`config.mk`:
```
export PLATFORM = sky130hd
export DESIGN_NAME = ram_loader
export DESIGN_NICKNAME = d
export VERILOG_FILES = /design/src/rtl/ram_loader.sv
export SDC_FILE = /design/constraint.sdc
export NUM_CORES = 1
export LEC_CHECK = 0
export ABC_AREA = 1
export ABC_CLOCK_PERIOD_IN_PS = 1800
export BUFFER_PORTS_ARGS = -buffer_cell sky130_fd_sc_hd__buf_4
export CORE_UTILIZATION = 55
export CTS_BUF_LIST = sky130_fd_sc_hd__clkbuf_4
export DETAILED_ROUTE_END_ITERATION = 10
export PLACE_DENSITY = 0.81
export SLEW_MARGIN = 25
export SYNTH_ARGS = -nofsm -noshare
export SYNTH_HDL_FRONTEND = slang
export SYNTH_SLANG_ARGS = --single-unit
```
`constraint.sdc`:
```
create_clock -name clk -period 1.8 [get_ports clk]
set_input_delay 0.18 -clock clk [delete_from_list [all_inputs] [get_ports clk]]
set_output_delay 0.18 -clock clk [all_outputs]
set_load 0.02 [all_outputs]
```
`src/rtl/ram_loader.sv`:
```
// ram_loader: streams program bytes from a valid/ready source into RAM addresses 0..LAST_ADDR.
// Revision: 1.0
`default_nettype none

module ram_loader #(
    parameter logic [3:0] LAST_ADDR = 4'hF
) (
    input  logic       clk,
    input  logic       clr,
    input  logic       start,
    input  logic [7:0] byte_in,
    input  logic       byte_valid,
    output logic       byte_ready,
    output logic       program_mode,
    output logic [3:0] addr_in_manual,
    output logic [7:0] data_in_manual,
    output logic       load_manual,
    output logic       busy,
    output logic       done,
    output logic [7:0] checksum
);

    typedef enum logic [2:0] {
        S_IDLE   = 3'd0,
        S_WAIT   = 3'd1,
        S_WRITE  = 3'd2,
        S_SETTLE = 3'd3,
        S_FINISH = 3'd4
    } state_t;

    state_t     r_state;
    logic       r_byte_ready;
    logic       r_program_mode;
    logic [3:0] r_addr;
    logic [7:0] r_data;
    logic       r_load;
    logic       r_busy;
    logic       r_done;
    logic [7:0] r_checksum;

    // Every output is a flop set on entry to the state that owns it, so the
    // RAM sees clean strobes and program_mode never dips between writes.
    always_ff @(posedge clk) begin
        if (clr) begin
            r_state        <= S_IDLE;
            r_byte_ready   <= 1'b0;
            r_program_mode <= 1'b0;
            r_addr         <= 4'h0;
            r_data         <= 8'h00;
            r_load         <= 1'b0;
            r_busy         <= 1'b0;
            r_done         <= 1'b0;
            r_checksum     <= 8'h00;
        end else begin
            case (r_state)
                S_IDLE: begin
                    if (start) begin
                        r_state        <= S_WAIT;
                        r_addr         <= 4'h0;
                        r_checksum     <= 8'h00;
                        r_byte_ready   <= 1'b1;
                        r_busy         <= 1'b1;
                        r_program_mode <= 1'b1;
                    end
                end
                S_WAIT: begin
                    if (byte_valid) begin
                        r_state      <= S_WRITE;
                        r_data       <= byte_in;
                        r_checksum   <= r_checksum + byte_in;
                        r_byte_ready <= 1'b0;
                        r_load       <= 1'b1;
                    end
                end
                S_WRITE: begin
                    r_state <= S_SETTLE;
                    r_load  <= 1'b0;
                end
                S_SETTLE: begin
                    if (r_addr == LAST_ADDR) begin
                        r_state <= S_FINISH;
                        r_done  <= 1'b1;
                    end else begin
                        r_state      <= S_WAIT;
                        r_addr       <= r_addr + 4'd1;
                        r_byte_ready <= 1'b1;
                    end
                end
                S_FINISH: begin
                    r_state        <= S_IDLE;
                    r_done         <= 1'b0;
                    r_busy         <= 1'b0;
                    r_program_mode <= 1'b0;
                end
                default: begin
                    r_state        <= S_IDLE;
                    r_byte_ready   <= 1'b0;
                    r_program_mode <= 1'b0;
                    r_load         <= 1'b0;
                    r_busy         <= 1'b0;
                    r_done         <= 1'b0;
                end
            endcase
        end
    end

    assign byte_ready     = r_byte_ready;
    assign program_mode   = r_program_mode;
    assign addr_in_manual = r_addr;
    assign data_in_manual = r_data;
    assign load_manual    = r_load;
    assign busy           = r_busy;
    assign done           = r_done;
    assign checksum       = r_checksum;

endmodule

`default_nettype wire

```
Yosys cells after proc, flatten, opt, wreduce, memory -nomap -nowiden
Index checks and enable logic that the tools add are counted.

operators by class
  add/sub/neg operators = 2
  eq/ne operators = 9
  multiplexer cells = 19
  bitwise gates (word level) = 4
  reduce and logical (&&, ||, !) cells = 15

operator list
  cell                                                 count
  two-way mux 8 bit                                    2
  one-hot mux 8 bit (2 select lines)                   1
  one-hot mux 3 bit (4 select lines)                   1
  AND reduction 2 bit                                  5
  two-way mux 3 bit                                    3
  OR reduction 3 bit                                   3
  adder 8 bit                                          1
  two-way mux 4 bit                                    2
  inequality test 2 bit, second input constant         4
  one-hot mux 4 bit (2 select lines)                   1
  equality test 3 x 2 -> 1 bit, second input constant  2
  one-hot mux 1 bit (2 select lines)                   3
  AND reduction 3 bit                                  2
  two-way mux 1 bit                                    5
  adder 4 x 1 -> 4 bit, second input constant          1
  equality test 4 bit, second input constant           1
  inverter 1 bit                                       4
  one-hot mux 1 bit (4 select lines)                   1
  AND reduction 4 bit                                  1
  nonzero test 2 bit                                   2
  equality test 3 x 1 -> 1 bit, second input constant  1
  equality test 3 bit, second input constant           1
  zero test 3 bit                                      1
  OR reduction 2 bit                                   1

storage, ports and cells
  bits in registers = 27
  input port bits = 12
  output and inout port bits = 25
  logic and storage cells = 57

Depth between registers and ports, before layout
Gate-level depths: netlist of the first run.

  depth in word-level cells = 4
  depth in mapped cells = 9
  mapped depth without buffers = 9

Worst setup path after synthesis of the first run
Ideal clock, no wire load.

  kind = reg2reg
  start = register r_checksum[0] (netlist: checksum[0])
  end = register r_checksum[4] (netlist: checksum[4])
  setup time = 0.140 ns
  data arrival time = 1.519 ns
  required time = 1.660 ns
  slack = 0.141 ns
  stages on the path, launching flop included = 8
  path buffers = 0
  clock period less this slack = 1.659 ns
  path through = dfxtp_1 > ha_1 > fa_1 > nand3_1 > nand2_1 > or2_2 > nand3_1 > a21oi_1

between the ends
  cells in the longest elaborated chain, start to end = 3

RTL lines
  element                             RTL line  RTL
  start: declaration                  39        logic [7:0] r_checksum;
  start signal: assignment            70        r_checksum <= r_checksum + byte_in;
  adder 8 bit                         70
  two-way mux 8 bit                   67        if (byte_valid) begin
  one-hot mux 8 bit (2 select lines)  55        case (r_state)

No other way between the ends. The select of a mux whose other input is x is not followed.
A chain may end at the register's enable or synchronous reset.

Worst setup path in the final report of the first run
Same ends and word-level chain as after synthesis.

==> impl_metrics.tcl, run 1 <==
set metrics [dict create \
    outcome "finished clean" \
    nets 247 \
    place_congestion 0.807 \
    final_common_cell "nand2_1" \
    tritoncts "done" \
    grt_pass1_wl_um 5070 \
    fin_util 0.708 \
    ant_nets 0 \
    io_pins 37 \
    switching_share 0.341 \
    synth-seq-cells 27 \
    antenna_found_initial 0 \
    initial_core_util 0.589 \
    synth_xor_area_frac 0.0177 \
    hold_class "input pin to flop" \
    cts_inserted_buffers 3 \
    core-area_mm2 0.00252 \
    skew_ns 0.00619 \
    portBuffers 36 \
    via_per_inst 5.33 \
    slew_violations 0 \
    max_freq_ghz 0.614 \
    die_y_um 54.0 \
    syn2layout_area_growth_pct 20.1 \
    rsz0062_at_grt "false" \
    pwr-share-seq 0.495 \
    synth-simple-area-share 0.342 \
    clock-root-buffer "clkbuf_4" \
    num_antenna_cells 0 \
    setup_viol 0 \
    internal_power_uw 909 \
    synth_top_family_by_area "simple AND/OR/NAND/NOR gates" \
    fin_setup_tns_ns 0 \
    insertion_delay_ns 0.32 \
    grt_max_degree 17 \
    tightest_slew_ns 0.398 \
    combPwrFrac 0.302 \
    grt_use_total 0.239 \
    end_kind "flop" \
    worstPathArrival_ns 1.85 \
    layout_common_cells "nand2_1, buf_4, dfxtp_1" \
    dp_hpwl_um 2280 \
    final_layout_size_suffix_gt1_frac 0.293 \
    drc 0 \
    fp.dieW_um 54.0 \
    clk_pin_slew_ns 0.15 \
    synth_area_mm2 0.00149 \
    synth_area_per_cell_um2 7.78 \
    drt_iter0_drc 21 \
    postSynthCellCount 191 \
    cp.required_ns 2.02 \
    synth_edf_count 0 \
    hold_viol_final 0 \
    dieArea_mm2 0.00291 \
    synthArstFlopShare 0 \
    grt_pass1_vias 1180 \
    postCtsHoldBufs 0 \
    period_minus_slack_ns 1.63 \
    htree_levels 1 \
    p_leak_uw 0.000873 \
    drv_cap 0 \
    cts_setup_buffers 0 \
    num_rows 18 \
    synth_fa_ha_area_frac 0.0808 \
    via_count 1359 \
    cts_buffer_depth 2 \
    grt-ovfl-total 0 \
    wirelength_um 3090 \
    cts_sinks 27 \
    synthMuxAreaShare 0 \
    ys_seq_area_frac 0.364 \
    ys_types 31 \
    slew_headroom 0.734 \
    drtPass1Iterations 4 \
    crit_path_start_kind "flop" \
    wl_per_cell_um 12.1 \
    power.density_mw_per_mm2 773 \
    peakVddDrop_mv 0.496 \
    synth_warnings 0 \
    synth_compound_area_frac 0.127 \
    p_sw_uw 471 \
    pwr-share-clk 0.204 \
    post-route-period-util 0.905 \
    synth_nets 212 \
    path_max_fanout 3 \
    nFillCells 216 \
    critical_path_class "flop to flop" \
    synth_flop_cell "dfxtp_1" \
]
==> through the flow <==
| stage | total power (uW) | cells | cell area [um2] | worst slack (ns) | hold slack, ns |
|---|---|---|---|---|---|
| after floorplan | 988 | 191 | 1490 | 0.141 | 0.343 |
| after global placement | 1100 | 251 | 1750 | 0.191 | 0.446 |
| after detailed placement | 1110 | 251 | 1750 | 0.166 | 0.456 |
| after CTS | 1390 | 255 | 1780 | 0.119 | 0.105 |
| after global routing | 1460 | 255 | 1790 | 0.0596 | 0.0986 |
| final | 1380 | 255 | 1790 | 0.171 | 0.109 |
==> cells in the mapped netlist (2+ instances only) <==
| master | count | area (um2) |
|---|---|---|
| nand2_1 | 40 | 150 |
| dfxtp_1 | 27 | 541 |
| nor2_1 | 25 | 93.8 |
| a21oi_1 | 14 | 70.1 |
| nand3_1 | 14 | 70.1 |
| inv_1 | 13 | 48.8 |
| o21ai_0 | 10 | 50.1 |
| ha_1 | 8 | 100 |
| a21oi_2 | 5 | 43.8 |
| nand2_2 | 5 | 31.3 |
| clkbuf_1 | 3 | 11.3 |
| xor2_1 | 3 | 26.3 |
| buf_6 | 2 | 22.5 |
| inv_2 | 2 | 7.51 |
| nor2_4 | 2 | 22.5 |
| nor2_8 | 2 | 40.0 |
| nor3_1 | 2 | 10.0 |
==> critical path, cell delays in order (launching register included) <==
cell and delay (ns):
dfxtp_1 0.36, ha_1 0.22, fa_2 0.36, nand3_1 0.10
nand2_1 0.08, or2_2 0.27, nand3_1 0.07, a21oi_1 0.06
==> layer usage <==
| layer | up-vias | GRT usage | share of wire |
|---|---|---|---|
| met2 | 33 | 0.399 | 0.46 |
| met4 | 0 | 0.0769 | 0.0068 |
| met1 | 618 | 0.319 | 0.49 |
| met3 | 4 | 0.0254 | 0.038 |
| li1 | 704 | - | - |
| met5 | - | 0 | 0 |
==> state kept, by name, indices dropped and copies added (netlist names) <==
register	flops
checksum	8
data_in_manual	8
addr_in_manual	4
r_state	3
busy	1
byte_ready	1
done	1
load_manual	1
==> logic make-up (layout without fill, tap and decap cells) <==
| logic type | after synthesis | in the layout |
|---|---|---|
| buffers and inverters | 22 | 56 |
| AND/OR/NAND/NOR | 98 | 98 |
| XOR/XNOR | 3 | 3 |
| flip-flops | 27 | 27 |
| adder cells (fa/ha/maj) | 9 | 9 |
| AO/OA/AOI/OAI | 32 | 32 |
==> final timing paths <==
path                             startpoint                end  slack, ns  cells past startpoint
worst max-delay path            checksum[0]        checksum[4]       0.17                      7
worst min-delay path             byte_in[2]  data_in_manual[2]       0.11                      3
worst max register to register  checksum[0]        checksum[4]       0.17                      7
worst min register to register   byte_ready         byte_ready       0.48                      2
==> power groups by stage <==
stage | Clock [uW] | Combinational, uW | Sequential (uW)
after global routing | 311 | 461 | 691
after floorplan | 0 | 248 | 739
after global placement | 0 | 406 | 692
after CTS | 291 | 416 | 683
after detailed placement | 0 | 415 | 696
final | 281 | 416 | 683
==> repair_timing <==
item,4_1_cts,5_1_grt
endpoints found under the setup margin,0,1
hold endpoints to repair,0,0
gates resized for setup,0,1
==> cell type report <==
type | count | area, um2 | area share
clock buffers | 4 | 30.0 | 0.0168
flip-flops and latches | 27 | 541 | 0.303
multi-input cells | 142 | 846 | 0.474
inverters | 16 | 61.3 | 0.0343
well taps | 30 | 37.5 | 0.0210
repair buffers | 36 | 270 | 0.151
Note: power is estimated with default switching activity, not from simulation.
==> inputs of run 2 (changes only) <==
Settings changed: ABC_AREA 1 to default, ABC_CLOCK_PERIOD_IN_PS 1800 to 2100, CORE_UTILIZATION 55 to 58, PLACE_DENSITY 0.81 to 0.85.
Clock period 1.8 ns to 2.1 ns, I/O delays scaled along.
==> impl_metrics.tcl, run 2 <==
set metrics [dict create \
    outcome "finished clean" \
    fin_util 0.772 \
    insertion_delay_ns 0.32 \
    postSynthCellCount 170 \
    cp.required_ns 2.32 \
    fp.dieW_um 51.5 \
    htree_levels 1 \
    crit_path_start_kind "flop" \
    num_rows 17 \
    yosys.area.top_type_share 0.380 \
    clock-root-buffer "clkbuf_4" \
    synth_warnings 0 \
    dieArea_mm2 0.00265 \
    drt_iter0_drc 54 \
    post-route-period-util 0.965 \
    io_pins 37 \
    critPathLaunch "checksum[0]" \
    clk_pin_slew_ns 0.14 \
    synth-seq-cells 27 \
    r2r_end "checksum[6]" \
    synth_nets 191 \
    drc 0 \
    peakVddDrop_mv 0.390 \
    end_kind "flop" \
    final_common_cell "buf_4" \
    num_antenna_cells 0 \
    cts_inserted_buffers 3 \
    cts_buffer_depth 2 \
    ys_types 38 \
    slew_headroom 0.709 \
    grt_pass1_vias 1264 \
    netlist.top_cell.by_area "dfxtp_1" \
    ys_top_cells_by_area "dfxtp_1, ha_1, a21oi_1" \
    initial_core_util 0.630 \
    wl_per_cell_um 14.1 \
    drv_cap 0 \
    syn2layout_area_growth_pct 22.5 \
    path_max_fanout 3 \
    fin_cells 231 \
    p_leak_uw 0.000764 \
    period_minus_slack_ns 2.03 \
    synth_area_mm2 0.00142 \
    hold_class "input pin to flop" \
    final_layout_size_suffix_gt1_frac 0.241 \
    ys_top_cells_by_count "dfxtp_1, nand2_1, a21oi_1, nor2_1" \
    drtPass1Iterations 4 \
    setup_viol 0 \
    max_freq_ghz 0.493 \
    portBuffers 36 \
    cts_sinks 27 \
    grt-ovfl-total 0 \
    grt_max_degree 32 \
    core-area_mm2 0.00225 \
    ant_nets 0 \
    nFillCells 171 \
    layout_common_cells "buf_4, dfxtp_1, nand2_1" \
    tightest_slew_ns 0.432 \
    dp.cells 227 \
    postCtsHoldBufs 0 \
    timing.rr.start "checksum[0]" \
    slew_violations 0 \
    cts_setup_buffers 0 \
    wirelength_um 3250 \
    synth_area_per_cell_um2 8.36 \
    via_count 1353 \
    skew_ns 0.00372 \
    tritoncts "done" \
    worstPathArrival_ns 2.25 \
    critical_path_class "flop to flop" \
    synth_edf_count 0 \
    synth.most_common_cell "dfxtp_1" \
    via_per_inst 5.86 \
    grt_pass1_wl_um 5420 \
    reg2reg_slack_ns 0.07 \
    cp-endpoint "checksum[6]" \
    hold_viol_final 0 \
    antenna_found_initial 0 \
    rr_worst_depth 7 \
    synth_flop_cell "dfxtp_1" \
    rsz0062_at_grt "false" \
    power.density_mw_per_mm2 593 \
    nets 225 \
    place_congestion 0.836 \
    die_y_um 51.5 \
    synthArstFlopShare 0 \
    ys_seq_area_frac 0.380 \
    grt_use_total 0.271 \
    fin_setup_tns_ns 0 \
    dp_hpwl_um 2380 \
    cts_resized 0 \
]
[run 2: changes by cell type in the layout (fill, tap and decap cells not counted), moves of 5 or more]
cell      before  now
nand2_1       40   23
a21oi_2        5    0
a211oi_1       0    5
nand2_2        5    0
nand3_1       14    6
inv_1         13    1
nor2_1        25   18
[run 2: layout make-up]
cell class	count	area, um2	share of cell area
Sequential cell	27	541	0.310
Multi-Input combinational cell	131	832	0.478
Tap cell	28	35.0	0.0201
Inverter	1	3.75	0.00216
Clock buffer	4	30.0	0.0172
Timing Repair Buffer	40	300	0.172
[run 2: worst min-delay path by stage]
stage / end / from / cells past startpoint
6_report: data_in_manual[6] / byte_in[6] / 3
5_1_grt: data_in_manual[2] / byte_in[2] / 3
4_1_cts: data_in_manual[6] / byte_in[6] / 3
3_5_place_dp: done / done / 1
3_3_place_gp: done / done / 1
2_1_floorplan: data_in_manual[0] / byte_in[0] / 2
[run 2: metrics by stage]
step / hold slack, ns / setup WS (ns) / power (uW) / cell area, um2
finish: 0.133 / 0.0729 / 1030 / 1740
detailed placement: 0.451 / 0.157 / 807 / 1710
floorplan: 0.346 / 0.219 / 720 / 1420
CTS: 0.130 / 0.114 / 1040 / 1740
global placement: 0.437 / 0.236 / 797 / 1710
global route: 0.137 / 0.00534 / 1080 / 1740
[run 2: critical path, stage by stage, from the launching register on]
cell and delay [ns]:
dfxtp_1 0.35, ha_1 0.23, fa_1 0.43, a211oi_1 0.38, o21bai_1 0.14, a21oi_1 0.21, or4_1 0.14, nand3_1 0.07
[run 2: cells by family after synthesis]
| logic type | synth area share |
|---|---|
| mux | 0.0361 |
| flops | 0.380 |
| buf+inv | 0.0387 |
| fa+ha+maj | 0.0845 |
| xor+xnor | 0.0185 |
| simple gates | 0.264 |
| compound gates | 0.178 |
[run 2: layer usage]
layer / up-vias / GRT usage / routed length (um)
met5: - / 0 / 0
met3: 19 / 0.0380 / 220
li1: 674 / - / -
met1: 602 / 0.346 / 1450
met4: 0 / 0.104 / 78
met2: 58 / 0.459 / 1500
[run 2: report_power, final]
part	internal [uW]	total, uW	switching, uW
Clock	87.2	233	146
Combinational	105	243	139
Sequential	536	556	19.5
Total	728	1030	304
==> inputs of run 3 (changes only) <==
Settings changed: ABC_AREA from default to 1, CORE_UTILIZATION 58 to 59, PLACE_DENSITY 0.85 to 0.86, RECOVER_POWER from default to 50.
==> impl_metrics.tcl, run 3 (same netlist as run 1, synthesis figures left out) <==
set metrics [dict create \
    insertion_delay_ns 0.31 \
    setup_viol 0 \
    grt_use_total 0.256 \
    slew_headroom 0.750 \
    worstPathArrival_ns 1.89 \
    via_count 1344 \
    skew_ns 0.00382 \
    clock-root-buffer "clkbuf_4" \
    drtPass1Iterations 4 \
    postCtsHoldBufs 0 \
    fin_area_mm2 0.00167 \
    p_sw_uw 387 \
    max_freq_ghz 0.598 \
    critical_path_class "flop to flop" \
    rr_worst_depth 7 \
    die_y_um 52.2 \
    use_met2 0.434 \
    combPwrFrac 0.283 \
    cts_buffer_depth 2 \
    cp.required_ns 2.31 \
    pwr-share-clk 0.203 \
    final_layout_size_suffix_gt1_frac 0.173 \
    crit_chain "ha_1, fa_1, nand3_1, nand2_1, or2_2, nand3_1, a21oi_1" \
    place_area_mm2 0.00175 \
    portBuffers 36 \
    grt_pass1_vias 1237 \
    use_met1 0.345 \
    period_minus_slack_ns 1.67 \
    grt_max_degree 17 \
    p_leak_uw 0.000764 \
    initial_core_util 0.647 \
    via_per_inst 5.31 \
    outcome "finished clean" \
    crit_slowest_cell "fa_1" \
    r2r_end "checksum[4]" \
    min-delay-start "byte_in[2]" \
    wl_per_cell_um 12.2 \
    fin_setup_tns_ns 0 \
    cts_sinks 27 \
    place_congestion 0.838 \
    cts_inserted_buffers 3 \
    gr-max-usage-layer "met2" \
    tritoncts "done" \
    power.density_mw_per_mm2 678 \
    final_common_cell "nand2_1" \
    tightest_slew_ns 0.374 \
    dp_hpwl_um 2380 \
    hold_class "input pin to flop" \
    clk_pin_slew_ns 0.14 \
    crit_path_start_kind "flop" \
    path_max_fanout 3 \
    timing.rr.start "checksum[0]" \
    grt-ovfl-total 0 \
    htree_levels 1 \
    whs_path_depth 3 \
    use_met3 0.0290 \
    ant_nets 0 \
    peakVddDrop_mv 0.431 \
    syn2layout_area_growth_pct 12.4 \
    layout_common_cells "nand2_1, dfxtp_1, nor2_1" \
    switching_share 0.342 \
    drv_cap 0 \
    internal_power_uw 745 \
    cts_resized 0 \
    worstPathBufferInverterCount 0 \
    fp.dieW_um 52.2 \
    post-route-period-util 0.796 \
    io_pins 37 \
    num_antenna_cells 0 \
    wirelength_um 3090 \
    drc 0 \
    reg2reg_slack_ns 0.43 \
    rsz0062_at_grt "false" \
    drt_iter0_drc 21 \
    nets 247 \
    cts_setup_buffers 0 \
    core-area_mm2 0.00230 \
    pwr-share-seq 0.514 \
    fin_util 0.727 \
    antenna_found_initial 0 \
    grt_pass1_wl_um 5250 \
    dieArea_mm2 0.00272 \
    crit_family "adder cells" \
    holdPathEnd "data_in_manual[2]" \
    hold_viol_final 0 \
    max_stage_delay_ns 0.41 \
    end_kind "flop" \
    num_rows 17 \
    timing.hold.ws_ns 0.155 \
    slew_violations 0 \
    cpMostUsedCell "nand3_1" \
]
-- run 3: changes by cell type in the layout (fill, tap and decap cells not counted), sizes merged, moves of 4 or more --
cell	change
nand2	+23
mux2i	-4
a211oi	-5
clkbuf	+24
buf	-28
nor3	-5
nand4b	-4
inv	+14
nand3	+10
nor2	+12
-- run 3: cell type report --
class / instances / area [um2]
timing repair buffer: 36 / 180
sequential: 27 / 541
tap: 28 / 35.0
clock buffer: 4 / 30.0
inverter: 16 / 61.3
multi-input combinational: 142 / 823
fill: 213 / 627
-- run 3: worst min-delay path, cell delays in order --
cell     delay, ns
buf_4         0.09
o21ai_0       0.07
nor2_1        0.07
-- run 3: per-layer routing --
| layer | wire [um] | share of wire | vias to the layer above |
|---|---|---|---|
| li1 | - | - | 696 |
| met1 | 1450 | 0.47 | 615 |
| met2 | 1460 | 0.47 | 31 |
| met3 | 158 | 0.051 | 2 |
| met4 | 16 | 0.0052 | 0 |
| met5 | 0 | 0 | - |
-- run 3: worst max-delay path by stage --
stage / start / endpoint / slack (ns) / cells past startpoint
floorplan: checksum[0] / checksum[4] / 0.44 / 7
global placement: byte_in[0] / checksum[4] / 0.46 / 8
detailed placement: byte_in[0] / checksum[4] / 0.42 / 8
CTS: checksum[0] / checksum[4] / 0.42 / 7
global route: checksum[0] / checksum[4] / 0.35 / 7
finish: checksum[0] / checksum[4] / 0.43 / 7
-- run 3: power groups by stage --
stage               Clock (uW)  Sequential (uW)  Combinational (uW)
floorplan                    0              634                 213
global placement             0              593                 348
detailed placement           0              597                 357
CTS                        239              586                 358
global route               257              587                 361
finish                     229              582                 321
-- run 3: through the flow --
stage                     power [uW]  std cells  setup slack [ns]
after floorplan                  847        191             0.441
after global placement           941        249             0.458
after detailed placement         954        249             0.419
after CTS                       1180        253             0.424
after global routing            1210        253             0.353
final                           1130        253             0.428
